`config.mk`:
```
export PLATFORM = sky130hd
export DESIGN_NAME = multicycle_control
export DESIGN_NICKNAME = d
export VERILOG_FILES = /design/src/rtl/multicycle_control.sv
export SDC_FILE = /design/constraint.sdc
export NUM_CORES = 1
export LEC_CHECK = 0
export BUFFER_PORTS_ARGS = -buffer_cell sky130_fd_sc_hd__buf_2
export CAP_MARGIN = 20
export CORE_MARGIN = 1
export CORE_UTILIZATION = 45
export CTS_CLUSTER_DIAMETER = 100
export DETAILED_ROUTE_END_ITERATION = 7
export PLACE_DENSITY = 0.77
export SYNTH_ARGS = -nofsm -noshare
export SYNTH_HDL_FRONTEND = slang
export SYNTH_SLANG_ARGS = --single-unit
```
`constraint.sdc`:
```
create_clock -name clk -period 2.09 [get_ports clk]
set_clock_uncertainty 0.05 [all_clocks]
set_input_delay 0.3135 -clock clk [delete_from_list [all_inputs] [get_ports clk]]
set_output_delay 0.3135 -clock clk [all_outputs]
set_load 0.1 [all_outputs]
```
`src/rtl/multicycle_control.sv`:
```
// Multicycle MIPS control unit: sequences fetch/decode/execute over 3-5 states and
// drives the ALU operation code plus datapath enables and mux selects.
module multicycle_control #(
  parameter bit MEM_WAIT_EN = 1'b1
) (
  input  logic       clk,
  input  logic       reset,
  input  logic [5:0] Opcode,
  input  logic [5:0] Funct,
  input  logic       Zero,
  input  logic       MemReady,
  output logic [3:0] ALUOperation,
  output logic       ALUSrcA,
  output logic [1:0] ALUSrcB,
  output logic       ExtZero,
  output logic       PCWrite,
  output logic [1:0] PCSource,
  output logic       IorD,
  output logic       MemRead,
  output logic       MemWrite,
  output logic       IRWrite,
  output logic       RegWrite,
  output logic       RegDst,
  output logic       MemtoReg,
  output logic       Illegal,
  output logic [3:0] State
);

  typedef enum logic [3:0] {
    S_FETCH     = 4'd0,
    S_DECODE    = 4'd1,
    S_MEM_ADDR  = 4'd2,
    S_MEM_READ  = 4'd3,
    S_MEM_WB    = 4'd4,
    S_MEM_WRITE = 4'd5,
    S_EXEC_R    = 4'd6,
    S_ALU_WB    = 4'd7,
    S_BRANCH    = 4'd8,
    S_JUMP      = 4'd9,
    S_EXEC_I    = 4'd10,
    S_ILLEGAL   = 4'd15
  } state_t;

  localparam logic [3:0] ALU_AND  = 4'b0000;
  localparam logic [3:0] ALU_OR   = 4'b0001;
  localparam logic [3:0] ALU_NOR  = 4'b0010;
  localparam logic [3:0] ALU_ADD  = 4'b0011;
  localparam logic [3:0] ALU_SUB  = 4'b0100;
  localparam logic [3:0] ALU_SLL  = 4'b0101;
  localparam logic [3:0] ALU_SRL  = 4'b0110;
  localparam logic [3:0] ALU_LUI  = 4'b0111;
  localparam logic [3:0] ALU_ORI  = 4'b1001;
  localparam logic [3:0] ALU_ADDI = 4'b1010;

  localparam logic [5:0] OP_RTYPE = 6'b000000;
  localparam logic [5:0] OP_LW    = 6'b100011;
  localparam logic [5:0] OP_SW    = 6'b101011;
  localparam logic [5:0] OP_BEQ   = 6'b000100;
  localparam logic [5:0] OP_BNE   = 6'b000101;
  localparam logic [5:0] OP_J     = 6'b000010;
  localparam logic [5:0] OP_ADDI  = 6'b001000;
  localparam logic [5:0] OP_ANDI  = 6'b001100;
  localparam logic [5:0] OP_ORI   = 6'b001101;
  localparam logic [5:0] OP_LUI   = 6'b001111;

  state_t state, next_state;
  logic   mem_rdy;
  logic [3:0] r_op, i_op;
  logic   r_ok, i_ext;
  logic   pc_write, mem_read, mem_write, ir_write, reg_write;

  assign mem_rdy = MEM_WAIT_EN ? MemReady : 1'b1;

  always_ff @(posedge clk or negedge reset) begin
    if (!reset) state <= S_FETCH;
    else        state <= next_state;
  end

  // Execute-stage decode, shared by EXEC_* and ALU_WB so ALU_WB holds the same controls.
  always_comb begin
    r_op = ALU_ADD;
    r_ok = 1'b1;
    case (Funct)
      6'b100000: r_op = ALU_ADD;
      6'b100010: r_op = ALU_SUB;
      6'b100100: r_op = ALU_AND;
      6'b100101: r_op = ALU_OR;
      6'b100111: r_op = ALU_NOR;
      6'b000000: r_op = ALU_SLL;
      6'b000010: r_op = ALU_SRL;
      default:   r_ok = 1'b0;
    endcase
  end

  always_comb begin
    i_op  = ALU_ADD;
    i_ext = 1'b0;
    case (Opcode)
      OP_ADDI: i_op = ALU_ADDI;
      OP_ANDI: begin i_op = ALU_AND; i_ext = 1'b1; end
      OP_ORI:  begin i_op = ALU_ORI; i_ext = 1'b1; end
      OP_LUI:  begin i_op = ALU_LUI; i_ext = 1'b1; end
      default: ;
    endcase
  end

  always_comb begin
    next_state   = state;
    ALUOperation = ALU_ADD;
    ALUSrcA      = 1'b0;
    ALUSrcB      = 2'b00;
    ExtZero      = 1'b0;
    PCSource     = 2'b00;
    IorD         = 1'b0;
    RegDst       = 1'b0;
    MemtoReg     = 1'b0;
    pc_write     = 1'b0;
    mem_read     = 1'b0;
    mem_write    = 1'b0;
    ir_write     = 1'b0;
    reg_write    = 1'b0;
    case (state)
      S_FETCH: begin
        mem_read = 1'b1;
        ALUSrcB  = 2'b01;
        if (mem_rdy) begin
          ir_write   = 1'b1;
          pc_write   = 1'b1;
          next_state = S_DECODE;
        end
      end
      S_DECODE: begin
        ALUSrcB = 2'b11;
        case (Opcode)
          OP_RTYPE:                         next_state = S_EXEC_R;
          OP_LW, OP_SW:                     next_state = S_MEM_ADDR;
          OP_BEQ, OP_BNE:                   next_state = S_BRANCH;
          OP_J:                             next_state = S_JUMP;
          OP_ADDI, OP_ANDI, OP_ORI, OP_LUI: next_state = S_EXEC_I;
          default:                          next_state = S_ILLEGAL;
        endcase
      end
      S_MEM_ADDR: begin
        ALUSrcA    = 1'b1;
        ALUSrcB    = 2'b10;
        next_state = (Opcode == OP_SW) ? S_MEM_WRITE : S_MEM_READ;
      end
      S_MEM_READ: begin
        mem_read = 1'b1;
        IorD     = 1'b1;
        if (mem_rdy) next_state = S_MEM_WB;
      end
      S_MEM_WB: begin
        reg_write  = 1'b1;
        MemtoReg   = 1'b1;
        next_state = S_FETCH;
      end
      S_MEM_WRITE: begin
        mem_write = 1'b1;
        IorD      = 1'b1;
        if (mem_rdy) next_state = S_FETCH;
      end
      S_EXEC_R: begin
        ALUSrcA      = 1'b1;
        ALUOperation = r_op;
        next_state   = r_ok ? S_ALU_WB : S_ILLEGAL;
      end
      S_EXEC_I: begin
        ALUSrcA      = 1'b1;
        ALUSrcB      = 2'b10;
        ALUOperation = i_op;
        ExtZero      = i_ext;
        next_state   = S_ALU_WB;
      end
      S_ALU_WB: begin
        reg_write  = 1'b1;
        ALUSrcA    = 1'b1;
        next_state = S_FETCH;
        if (Opcode == OP_RTYPE) begin
          RegDst       = 1'b1;
          ALUOperation = r_op;
        end else begin
          ALUSrcB      = 2'b10;
          ALUOperation = i_op;
          ExtZero      = i_ext;
        end
      end
      S_BRANCH: begin
        ALUSrcA      = 1'b1;
        ALUOperation = ALU_SUB;
        PCSource     = 2'b01;
        pc_write     = (Opcode == OP_BNE) ? ~Zero : Zero;
        next_state   = S_FETCH;
      end
      S_JUMP: begin
        pc_write   = 1'b1;
        PCSource   = 2'b10;
        next_state = S_FETCH;
      end
      S_ILLEGAL: next_state = S_ILLEGAL;
      default:   next_state = S_ILLEGAL;
    endcase
  end

  // Enables are gated by reset directly so a mid-cycle abort drops them at once.
  assign PCWrite  = pc_write  & reset;
  assign MemRead  = mem_read  & reset;
  assign MemWrite = mem_write & reset;
  assign IRWrite  = ir_write  & reset;
  assign RegWrite = reg_write & reset;
  assign Illegal  = (state == S_ILLEGAL);
  assign State    = state;

endmodule

```
==> metrics.md <==
| Metric | Value |
|---|---|
| First-pass GRT wire length | 4.76 mm |
| Largest fanout on the critical path | 10 |
| Post-synth top area cell | dfrtp_1 |
| CP most frequent cell | buf_12 |
| Antenna Cells | 0 |
| Vias/cell | 6.89 |
| Post-Syn Area | 860 um^2 |
| Vias in the first global route | 1,104 |
| Peak Freq | between 0.4 and 0.5 GHz |
| Starting Density | 0.487 |
| Max-cap violations | 0 |
| R2R depth | 4 |
| Slew @ Worst Pin | between 0.4 and 0.5 ns |
| Sequential fraction of the synthesis area | 0.116 |
| Req. time, crit path | 1.73 ns |
| Flops & latches, synth | 4 |
| Largest net degree at the start of global routing | 24 |
| Filler Cell Count | 76 |
| Die W | between 40 and 50 um |
| Global route total overflow | 0 |
| Leak | 0.646 nW |
| Slew HR | 0.672 |
| Top post-synthesis cells by count | nor2_1 (19), nand2_1 (11), buf_2 (9) |
| Synth unique cells | 45 |
| FF-to-FF Start | State[1] |
| CTS Buffer Depth | 2 |
| CTS tree | built |
| Max reg flops | 4 |
| Final slew viol count | 0 |
| Count leader, synth | nor2_1 |
| Critical Path End Type | primary output |
| Power Dens Cells | around 170 nW/um^2 |
| Share of the synthesized area in the top cell type | 0.116 |
| Hold Crit Class | input port to asynchronous set/reset pin |
| Dominant synthesized flop cell | dfrtp_1 |
| Crit path buffers/inverters | 2 |
| P&R area growth vs syn | 89.7% |
| CP Class | flop to primary output |
| Starting DRT DRC Count | 118 |
| Synth Area in Compound Gates | 0.304 |
| Full die area | 2090 um^2 |
| Worst Slack Setup Final | -0.102 ns |
| Final Util | 0.924 |
| Failing checks | setup timing |
| EDFF count, synth | 0 |
| Share of layout cells above drive strength 1 | 0.527 |
| Post-Syn Nets | 150 |
| Htree depth | 1 |
| Wire length per cell | 21.7 um |
| Die Height | 45.7 um |
| Worst Path Arrival | roughly 1.8 ns |
| Post-DP HPWL | 2.11 mm |
| Root buf cell | clkbuf_4 |
| IO Pins | 39 |
| Final Critical Period | approximately 2.2 ns |
| Top delay family on crit path | flip-flops |
| Clk sinks | 4 |
| Warnings from Yosys | 0 |
| Antenna-violating nets left | 0 |
| FP Rows | 15 |
| Clk_lat worst skew | 0.25 ns |
| Tot GR Track Use | 0.315 |
| Final Setup Violations | 9 |
| Via Count | 1,440 |
| Post-synthesis mux area share | 0.0233 |
| RePlAce Congestion | 0.827 |
| Adder-Cell Fraction of Synth Area | 0 |
| CP startpoint kind | flop |
| DRC | 0 |
| Post-synthesis xor/xnor area fraction | 0.0102 |
| RSZ-0062 raised after global routing | yes |
| Buffers on Ports | 38 |
| Largest cells by area after synthesis | dfrtp_1 (12%), nor2_1 (8.3%), buf_2 (5.2%) |
| Placeable Area | ~1800 um^2 |
| Fin. Hold Viols | 0 |
| Initial antenna violation count | 1 |
| Final period util | 1.05 |
| Largest family of logic cells by synthesized area | simple AND/OR/NAND/NOR gates |
| Total wire length | 4.54 mm |
| R2r setup slk | about 0.32 ns |
| Crit path cell chain | buf_12, nand4b_1, a211oi_2, nor2_2, o31ai_4, buf_12 |
| Status | finished, violations left |
| Max stage delay cell, worst path | dfrtp_4 |
| First drt pass iteration count | 4 |
| Total CTS buffers | 3 |
| Total Power | approximately 0.00027 W |
| Mapped Avg Cell Area | 6.41 um^2 |
| Post-synthesis simple-gate area fraction | 0.476 |
| FFs w/ async S/R, synth | 1.00 |
| Gate Count Post-Synth | 134 |
| R2R Path End | State[1] |
| Nets | 202 |
| VDD IR max | 186 uV |
| CTS clk-pin slew, worst paths | 0.05 ns |
| Total negative setup slack | -0.415 ns |
| Slowest stage delay, CP | 0.50 ns |
## metal layers
layer	wire (um)	track usage	up-vias
met3	425	0.0556	62
li1	-	-	594
met4	418	0.106	2
met1	1500	0.373	642
met5	13	0	-
met2	2180	0.566	140
## what timing repair did
action,in CTS,in global routing
endpoints found under the setup margin,5,9
buffers inserted,4,9
pin swaps,3,2
endpoints found under the hold margin,4,0
resized for setup,9,3
hold buffers,1,0
## worst reg2reg max path, cell delays in order, from the launching register on
cell	delay [ns]
dfrtp_4	0.58
nand2b_1	0.38
nor3_1	0.11
a32oi_1	0.27
nand3_1	0.21
## power breakdown
part	switching (W)	internal, W
logic	0.0000576	0.0000319
registers	0	0.0000778
clock network	0.0000411	0.0000649
total	0.0000987	0.000175
## layout by cell type, fill, tap and decap left out, types with 2 or more instances in the layout
| cell type | netlist | final |
|---|---|---|
| nor3_1 | 6 | 3 |
| and4_2 | 0 | 4 |
| o21ai_1 | 3 | 2 |
| nor2_1 | 19 | 14 |
| a21oi_1 | 6 | 4 |
| nand2b_1 | 7 | 6 |
| nand3_1 | 6 | 5 |
| o22ai_4 | 0 | 3 |
| nor2b_1 | 6 | 6 |
| mux2i_1 | 2 | 2 |
| dfrtp_4 | 0 | 4 |
| a31oi_1 | 3 | 3 |
| o21ai_0 | 8 | 8 |
| nor2_2 | 1 | 3 |
| buf_2 | 9 | 23 |
| nor2_4 | 0 | 3 |
| nand3_2 | 2 | 3 |
| nand2_1 | 11 | 10 |
| buf_12 | 0 | 15 |
| and3_1 | 2 | 2 |
| nor3_4 | 0 | 2 |
| buf_4 | 1 | 17 |
| or3_1 | 2 | 2 |
| clkbuf_4 | 0 | 4 |
## worst max path at each step
stage,slack (ns),start,to,cells after the start
2_1_floorplan,-0.55,State[2],PCWrite,5
3_3_place_gp,0.16,State[3],ALUOperation[2],5
3_5_place_dp,0.13,State[2],ALUOperation[2],6
4_1_cts,-0.06,State[3],ALUOperation[2],6
5_1_grt,-0.13,State[3],ALUOperation[2],6
6_report,-0.10,State[3],ALUOperation[2],6
## per-stage QoR
stage / cell area, um^2 / hold slack (ns) / setup slack [ns] / instances
global route: 1630 / 0.439 / -0.129 / 209
floorplan: 1050 / -0.0321 / -0.554 / 134
CTS: 1540 / 0.401 / -0.0572 / 200
global placement: 1440 / 0.112 / 0.163 / 192
finish: 1630 / 0.421 / -0.102 / 209
detailed placement: 1440 / 0.114 / 0.134 / 192
## kinds of logic (layout without fill, tap and decap cells)
group	count (synthesis)	count (layout)
AND/OR/NAND/NOR	75	75
XOR/XNOR	1	1
AO/OA/AOI/OAI	40	40
buffers and inverters	12	62
flip-flops	4	4
multiplexers	2	2
## area by class of cell
cell class	count	area, um^2	share of cell area
Multi-Input combinational cell	118	886	0.543
Timing Repair Buffer	58	572	0.351
Sequential cell	4	115	0.0706
Tap cell	25	31.3	0.0192
Clock buffer	3	22.5	0.0138
Inverter	1	3.75	0.00230
Note: power is estimated with default switching activity, not from simulation.
